<file path="src/rtl/calc_pkg.sv">
// Shared opcode constants and sequencer state encoding for the calculator core.
package calc_pkg;

    localparam logic [2:0] OP_ADD = 3'd0;
    localparam logic [2:0] OP_SUB = 3'd1;
    localparam logic [2:0] OP_MUL = 3'd2;
    localparam logic [2:0] OP_DIV = 3'd3;
    localparam logic [2:0] OP_CLR = 3'd4;

    typedef enum logic [2:0] {
        S_IDLE     = 3'd0,
        S_ALU      = 3'd1,
        S_MD_START = 3'd2,
        S_MD_WAIT  = 3'd3,
        S_COMMIT   = 3'd4
    } seq_state_e;

    function automatic logic is_md_op(input logic [2:0] code);
        return (code == OP_MUL) || (code == OP_DIV);
    endfunction

    function automatic logic is_alu_op(input logic [2:0] code);
        return (code == OP_ADD) || (code == OP_SUB);
    endfunction

endpackage

</file>
<file path="src/rtl/calc_seq_watchdog.sv">
// Loadable down-counter guarding the mul/div wait; expired_o is high at terminal count.
module calc_seq_watchdog #(
    parameter int CNT_W = 7
) (
    input  logic             clk,
    input  logic             rst_n,
    input  logic             load_i,
    input  logic             en_i,
    input  logic [CNT_W-1:0] load_val_i,
    output logic             expired_o
);

    logic [CNT_W-1:0] count_q;

    always_ff @(posedge clk or negedge rst_n) begin
        if (!rst_n) begin
            count_q <= '0;
        end else if (load_i) begin
            count_q <= load_val_i;
        end else if (en_i && (count_q != '0)) begin
            count_q <= count_q - 1'b1;
        end
    end

    assign expired_o = (count_q == '0);

endmodule

</file>
<file path="src/rtl/calc_sequencer.sv">
// Calculator operation sequencer: latches operands, dispatches to ALU or mul/div, commits results.
// Optional mul/div watchdog enabled by defining CALC_SEQ_TIMEOUT_EN.
//
// state      | meaning
// -----------+----------------------------------------------------------
// S_IDLE     | ready for a new op; operands latched on accept
// S_ALU      | single-cycle ALU evaluating op_a +/- op_b
// S_MD_START | md_start pulse to the mul/div unit
// S_MD_WAIT  | waiting for md_done (or watchdog expiry when enabled)
// S_COMMIT   | one cycle carrying acc_we / error_flag update
module calc_sequencer
    import calc_pkg::*;
#(
    parameter int WIDTH      = 16,
    parameter int MD_TIMEOUT = 64
) (
    input  logic             clk,
    input  logic             rst_n,
    input  logic             op_valid,
    output logic             op_ready,
    input  logic [2:0]       op_code,
    input  logic [WIDTH-1:0] operand_b,
    input  logic [WIDTH-1:0] acc_q,
    output logic [WIDTH-1:0] op_a,
    output logic [WIDTH-1:0] op_b,
    output logic             alu_sub,
    input  logic [WIDTH-1:0] alu_result,
    input  logic             alu_ovf,
    output logic             md_start,
    output logic             md_div,
    input  logic             md_done,
    input  logic [WIDTH-1:0] md_result,
    input  logic             md_err,
    output logic             acc_we,
    output logic [WIDTH-1:0] acc_d,
    output logic             error_flag,
    output logic             busy
);

    localparam int WD_W = $clog2(MD_TIMEOUT + 1);
    // Loaded on entry to S_MD_WAIT so the wait lasts exactly MD_TIMEOUT cycles.
    localparam logic [WD_W-1:0] WD_LOAD = WD_W'(MD_TIMEOUT - 1);

    seq_state_e       state_q;
    logic             op_ready_q;
    logic [WIDTH-1:0] op_a_q;
    logic [WIDTH-1:0] op_b_q;
    logic             alu_sub_q;
    logic             md_start_q;
    logic             md_div_q;
    logic             acc_we_q;
    logic [WIDTH-1:0] acc_d_q;
    logic             error_q;
    logic             wd_expired;

`ifdef CALC_SEQ_TIMEOUT_EN
    calc_seq_watchdog #(
        .CNT_W (WD_W)
    ) u_watchdog (
        .clk        (clk),
        .rst_n      (rst_n),
        .load_i     (state_q == S_MD_START),
        .en_i       (state_q == S_MD_WAIT),
        .load_val_i (WD_LOAD),
        .expired_o  (wd_expired)
    );
`else
    logic [WD_W-1:0] wd_load_unused;
    assign wd_load_unused = WD_LOAD;
    assign wd_expired     = 1'b0;
`endif

    always_ff @(posedge clk or negedge rst_n) begin
        if (!rst_n) begin
            state_q    <= S_IDLE;
            op_ready_q <= 1'b1;
            op_a_q     <= '0;
            op_b_q     <= '0;
            alu_sub_q  <= 1'b0;
            md_start_q <= 1'b0;
            md_div_q   <= 1'b0;
            acc_we_q   <= 1'b0;
            acc_d_q    <= '0;
            error_q    <= 1'b0;
        end else begin
            md_start_q <= 1'b0;
            acc_we_q   <= 1'b0;
            case (state_q)
                S_IDLE: begin
                    if (op_valid) begin
                        op_a_q     <= acc_q;
                        op_b_q     <= operand_b;
                        alu_sub_q  <= (op_code == OP_SUB);
                        md_div_q   <= (op_code == OP_DIV);
                        op_ready_q <= 1'b0;
                        if (is_alu_op(op_code)) begin
                            state_q <= S_ALU;
                        end else if (is_md_op(op_code)) begin
                            state_q    <= S_MD_START;
                            md_start_q <= 1'b1;
                        end else if (op_code == OP_CLR) begin
                            state_q  <= S_COMMIT;
                            acc_we_q <= 1'b1;
                            acc_d_q  <= '0;
                            error_q  <= 1'b0;
                        end else begin
                            state_q <= S_COMMIT;
                            error_q <= 1'b1;
                        end
                    end
                end
                S_ALU: begin
                    state_q <= S_COMMIT;
                    if (alu_ovf) begin
                        error_q <= 1'b1;
                    end else begin
                        acc_we_q <= 1'b1;
                        acc_d_q  <= alu_result;
                        error_q  <= 1'b0;
                    end
                end
                S_MD_START: begin
                    state_q <= S_MD_WAIT;
                end
                S_MD_WAIT: begin
                    if (md_done) begin
                        state_q <= S_COMMIT;
                        if (md_err) begin
                            error_q <= 1'b1;
                        end else begin
                            acc_we_q <= 1'b1;
                            acc_d_q  <= md_result;
                            error_q  <= 1'b0;
                        end
                    end else if (wd_expired) begin
                        state_q <= S_COMMIT;
                        error_q <= 1'b1;
                    end
                end
                S_COMMIT: begin
                    state_q    <= S_IDLE;
                    op_ready_q <= 1'b1;
                end
                default: begin
                    state_q    <= S_IDLE;
                    op_ready_q <= 1'b1;
                end
            endcase
        end
    end

    assign op_ready   = op_ready_q;
    assign busy       = ~op_ready_q;
    assign op_a       = op_a_q;
    assign op_b       = op_b_q;
    assign alu_sub    = alu_sub_q;
    assign md_start   = md_start_q;
    assign md_div     = md_div_q;
    assign acc_we     = acc_we_q;
    assign acc_d      = acc_d_q;
    assign error_flag = error_q;

endmodule

</file>
<file path="config.mk">
export PLATFORM = sky130hd
export DESIGN_NAME = calc_sequencer
export DESIGN_NICKNAME = d
export VERILOG_FILES = /design/src/rtl/calc_pkg.sv /design/src/rtl/calc_seq_watchdog.sv /design/src/rtl/calc_sequencer.sv
export SDC_FILE = /design/constraint.sdc
export NUM_CORES = 1
export LEC_CHECK = 0
export ABC_AREA = 0
export ABC_CLOCK_PERIOD_IN_PS = 4400
export CORE_MARGIN = 2
export CORE_UTILIZATION = 30
export CTS_CLUSTER_DIAMETER = 100
export DETAILED_ROUTE_END_ITERATION = 8
export PLACE_DENSITY_LB_ADDON = 0.15
export SLEW_MARGIN = 15
export SYNTH_ARGS = -nofsm -noshare
export SYNTH_HDL_FRONTEND = slang
export SYNTH_SLANG_ARGS = --single-unit
</file>
<file path="constraint.sdc">
create_clock -name clk -period 4.4 [get_ports clk]
set_clock_uncertainty 0.05 [all_clocks]
set_input_delay 0.88 -clock clk [delete_from_list [all_inputs] [get_ports clk]]
set_output_delay 0.88 -clock clk [all_outputs]
set_load 0.03 [all_outputs]
</file>
==> run_summary.xml <==
<?xml version="1.0" encoding="UTF-8"?>
<metrics>
  <group name="run_status">
    <metric name="outcome" unit="">completed</metric>
  </group>
  <group name="route">
    <metric name="drt-total-wl" unit="µm">6234</metric>
    <metric name="post_drt_wl_per_cell" unit="µm">12.96</metric>
    <metric name="drc" unit="">0</metric>
    <metric name="post_drt_via_cell_ratio" unit="">4.451</metric>
    <metric name="vias" unit="">2141</metric>
    <metric name="dr.first_iter.drc_count" unit="">64</metric>
    <metric name="firstDrtPassIters" unit="">4</metric>
    <metric name="postRouteAntennaNets" unit="">0</metric>
  </group>
  <group name="placement">
    <metric name="port_buffers" unit="">127</metric>
    <metric name="dpl.hpwl" unit="µm">4336</metric>
    <metric name="gp_routability_congestion" unit="">0.7070</metric>
    <metric name="dp_cells" unit="">466</metric>
  </group>
  <group name="synthesis">
    <metric name="synthesis.area" unit="µm²">2477</metric>
    <metric name="postSynthNetCount" unit="">321</metric>
    <metric name="synth_seq_cells" unit="">57</metric>
    <metric name="post_synth.cell_area_avg" unit="µm²">9.989</metric>
    <metric name="netlist_instances" unit="">248</metric>
    <metric name="yosysUniqueCellTypes" unit="">27</metric>
    <metric name="yosysWarningCount" unit="">0</metric>
    <metric name="synth_sequential_area_ratio" unit="">0.5763</metric>
  </group>
  <group name="clock_network">
    <metric name="cts_setup_buffers" unit="">0</metric>
    <metric name="insertion_delay_of_the_later_clocked_pin_in_the_worst_skew_pair" unit="ns">0.31</metric>
    <metric name="cts_sinks" unit="">57</metric>
    <metric name="cts_htree_levels" unit="">3</metric>
    <metric name="cts_hold_buffers" unit="">0</metric>
    <metric name="cts.root.buffer_cell" unit="">clkbuf_8</metric>
    <metric name="post_cts_resize_count" unit="">0</metric>
    <metric name="clock_tree.buffer_depth" unit="">2</metric>
    <metric name="tritoncts.num_buffers" unit="">9</metric>
    <metric name="cts.clk_slew.worst_paths" unit="ns">0.06</metric>
    <metric name="tritoncts_clock_tree" unit="">built</metric>
  </group>
  <group name="critical_path">
    <metric name="crit_path_start_kind" unit="">flop</metric>
    <metric name="critPathCaptureType" unit="">flop</metric>
    <metric name="critical-path-top-delay-family" unit="">compound AO/OA/AOI/OAI gates</metric>
    <metric name="worst_path_max_delay_cell" unit="">dfrtp_1</metric>
    <metric name="criticalPathCategory" unit="">reg -&gt; reg</metric>
    <metric name="worstPathRequired" unit="ns">4.60</metric>
    <metric name="worst-endpoint-arrival" unit="ns">2.83</metric>
    <metric name="timing.critical_path.cells" unit="">nor2_1, o21ai_2, o221a_2</metric>
    <metric name="worst-path-max-fanout" unit="">24</metric>
    <metric name="slowest_delay" unit="ns">1.08</metric>
    <metric name="worstPathBufferInverterCount" unit="">0</metric>
  </group>
  <group name="pwr">
    <metric name="p_sw" unit="µW">1216</metric>
    <metric name="cell_internal_pwr" unit="µW">1645</metric>
    <metric name="irDropWorstVdd" unit="µV">195.9</metric>
    <metric name="power.share.combinational" unit="">0.522</metric>
    <metric name="sequentialPowerShare" unit="">0.326</metric>
    <metric name="power.density_cell_area" unit="nW/µm²">718.7</metric>
    <metric name="clkPwrFrac" unit="">0.151</metric>
    <metric name="leakage" unit="µW">0.001888</metric>
    <metric name="netSwitchingFraction" unit="">0.4249</metric>
  </group>
  <group name="final_layout">
    <metric name="final_cells" unit="">481</metric>
    <metric name="final_layout_size_suffix_gt1_frac" unit="">0.06117</metric>
    <metric name="n_antenna_cell" unit="">0</metric>
    <metric name="flow.area_growth_from_synthesis" unit="%">60.71</metric>
    <metric name="final_core_utilization" unit="">0.4920</metric>
    <metric name="finalNetCount" unit="">445</metric>
  </group>
  <group name="die">
    <metric name="dieArea" unit="µm²">9001</metric>
    <metric name="fp.coreArea" unit="µm²">8093</metric>
    <metric name="die_y" unit="µm">94.88</metric>
    <metric name="initial_utilization" unit="">0.3061</metric>
    <metric name="floorplan.rows" unit="">33</metric>
    <metric name="io-pin-count" unit="">128</metric>
    <metric name="dieWidth" unit="µm">94.88</metric>
  </group>
  <group name="grt">
    <metric name="grt_max_degree" unit="">53</metric>
    <metric name="gr-usage-all-layers" unit="">0.1454</metric>
    <metric name="grt_pass1_wl" unit="µm">10160</metric>
    <metric name="first_global_vias" unit="">2142</metric>
    <metric name="grt_antenna_before_repair" unit="">0</metric>
    <metric name="grt-ovfl-total" unit="">0</metric>
  </group>
  <group name="sta">
    <metric name="min_period" unit="ns">2.623</metric>
    <metric name="worst_relative_slew_slack" unit="">0.2491</metric>
    <metric name="fmaxAchievable" unit="GHz">0.3812</metric>
    <metric name="timing.final.hold_violations" unit="">0</metric>
    <metric name="maxSlewViolCount" unit="">0</metric>
    <metric name="final.period_utilization" unit="">0.5962</metric>
    <metric name="setup-violations-final" unit="">0</metric>
    <metric name="worst_pin_slew" unit="ns">1.126</metric>
    <metric name="fin_setup_tns" unit="ns">0</metric>
    <metric name="grt_setup_unrepaired" unit="">no</metric>
  </group>
  <group name="run">
    <metric name="drv.max_cap_violation_count" unit="">0</metric>
  </group>
  <group name="worst_hold_path">
    <metric name="hold_path.class" unit="">in -&gt; async</metric>
  </group>
</metrics>
==> worst reg2reg max path, stage by stage, from the launching register on <==
cell	delay, ns
dfrtp_1	1.08
nor2_1	0.16
o21ai_2	0.92
o221a_2	0.35
==> routing by layer <==
metal  wire (µm)  global-route usage  vias to the layer above  part of all wire
li1            -                   -                     1053                 -
met1        2841              0.1799                      988              0.46
met2        2662              0.2287                       93              0.43
met3         669             0.05587                        7              0.11
met4          61             0.05797                        0            0.0098
met5           0                   0                        -                 0
==> path summary, 6_finish.rpt <==
| check | start | end | slack (ns) | depth (start not counted) |
|---|---|---|---|---|
| max | state_q[1] | error_flag | 1.78 | 3 |
| min | rst_n | acc_d[3] | 0.35 | 1 |
| max reg2reg | state_q[1] | error_flag | 1.78 | 3 |
| min reg2reg | md_div | md_div | 0.42 | 2 |
| max in group asynchronous | rst_n | op_a[7] | 3.10 | 2 |
| min in group clk | md_div | md_div | 0.42 | 2 |
==> per-stage QoR <==
stage	instance area [µm²]	power [µW]	hold WS [ns]	setup WS [ns]
finish	3981	2861	0.3480	1.777
global route	3981	3068	0.3427	1.554
global placement	3801	2435	0.4020	1.561
floorplan	2477	1823	0.4551	2.412
detailed placement	3801	2463	0.4102	1.534
CTS	3981	2911	0.3302	1.700
==> flip-flops by register name, summed over array words and instances (netlist names) <==
signal and count:
acc_d 16, acc_we 1, alu_sub 1, error_flag 1
md_div 1, md_start 1, op_a 16, op_b 16
op_ready 1, state_q 3
==> synthesized netlist by cell type <==
master,n,area share
buf_2,8,0.016
dfrtp_1,56,0.57
clkbuf_1,1,0.0015
nand2b_1,1,0.0025
nor2_1,2,0.0030
mux2i_1,32,0.13
and2_1,1,0.0025
buf_6,3,0.014
nand3_1,2,0.0040
o21ai_0,3,0.0061
buf_4,2,0.0061
o221a_2,1,0.0045
nand3b_1,1,0.0030
inv_1,1,0.0015
a21oi_1,2,0.0040
a31oi_1,1,0.0025
and3b_1,1,0.0035
or3b_1,1,0.0035
o21bai_1,1,0.0030
or4b_4,1,0.0056
nor2b_1,4,0.010
o21ai_1,15,0.030
clkbuf_2,1,0.0020
nand2_1,104,0.16
buf_1,1,0.0015
nor4b_2,1,0.0061
dfstp_2,1,0.011
==> kinds of logic after synthesis <==
logic type,synth area share
AO/OA/AOI/OAI,0.05051
buffers and inverters,0.04242
flip-flops,0.5763
multiplexers,0.1293
AND/OR/NAND/NOR,0.2015
==> power by group through the flow <==
stage | clock (µW) | combinational [µW] | sequential [µW]
final | 433 | 1490 | 934
after floorplan | 0 | 486 | 1340
after detailed placement | 0 | 1520 | 942
after global routing | 474 | 1630 | 968
after global placement | 0 | 1500 | 935
after CTS | 453 | 1520 | 939
==> area by class of cell <==
| cell class | instances | area [µm²] |
|---|---|---|
| fill | 795 | 4111 |
| clock buffer | 12 | 165.2 |
| inverter | 1 | 3.754 |
| tap | 105 | 131.4 |
| sequential | 57 | 1428 |
| multi-input combinational | 174 | 957.2 |
| timing repair buffer | 129 | 1281 |
| clock inverter | 3 | 15.01 |
==> cell usage in the layout (no fill, tap or decap), drive strengths merged, types with 2 or more instances in the layout <==
cell type      instances
nand3                  2
nand2                104
nor2b                  4
clkdlybuf4s50        126
buf                    3
clkbuf                12
dfrtp                 56
clkinv                 3
o21ai                 18
mux2i                 32
a21oi                  2
nor2                   2
No activity file was read; power rests on OpenSTA's default activity.
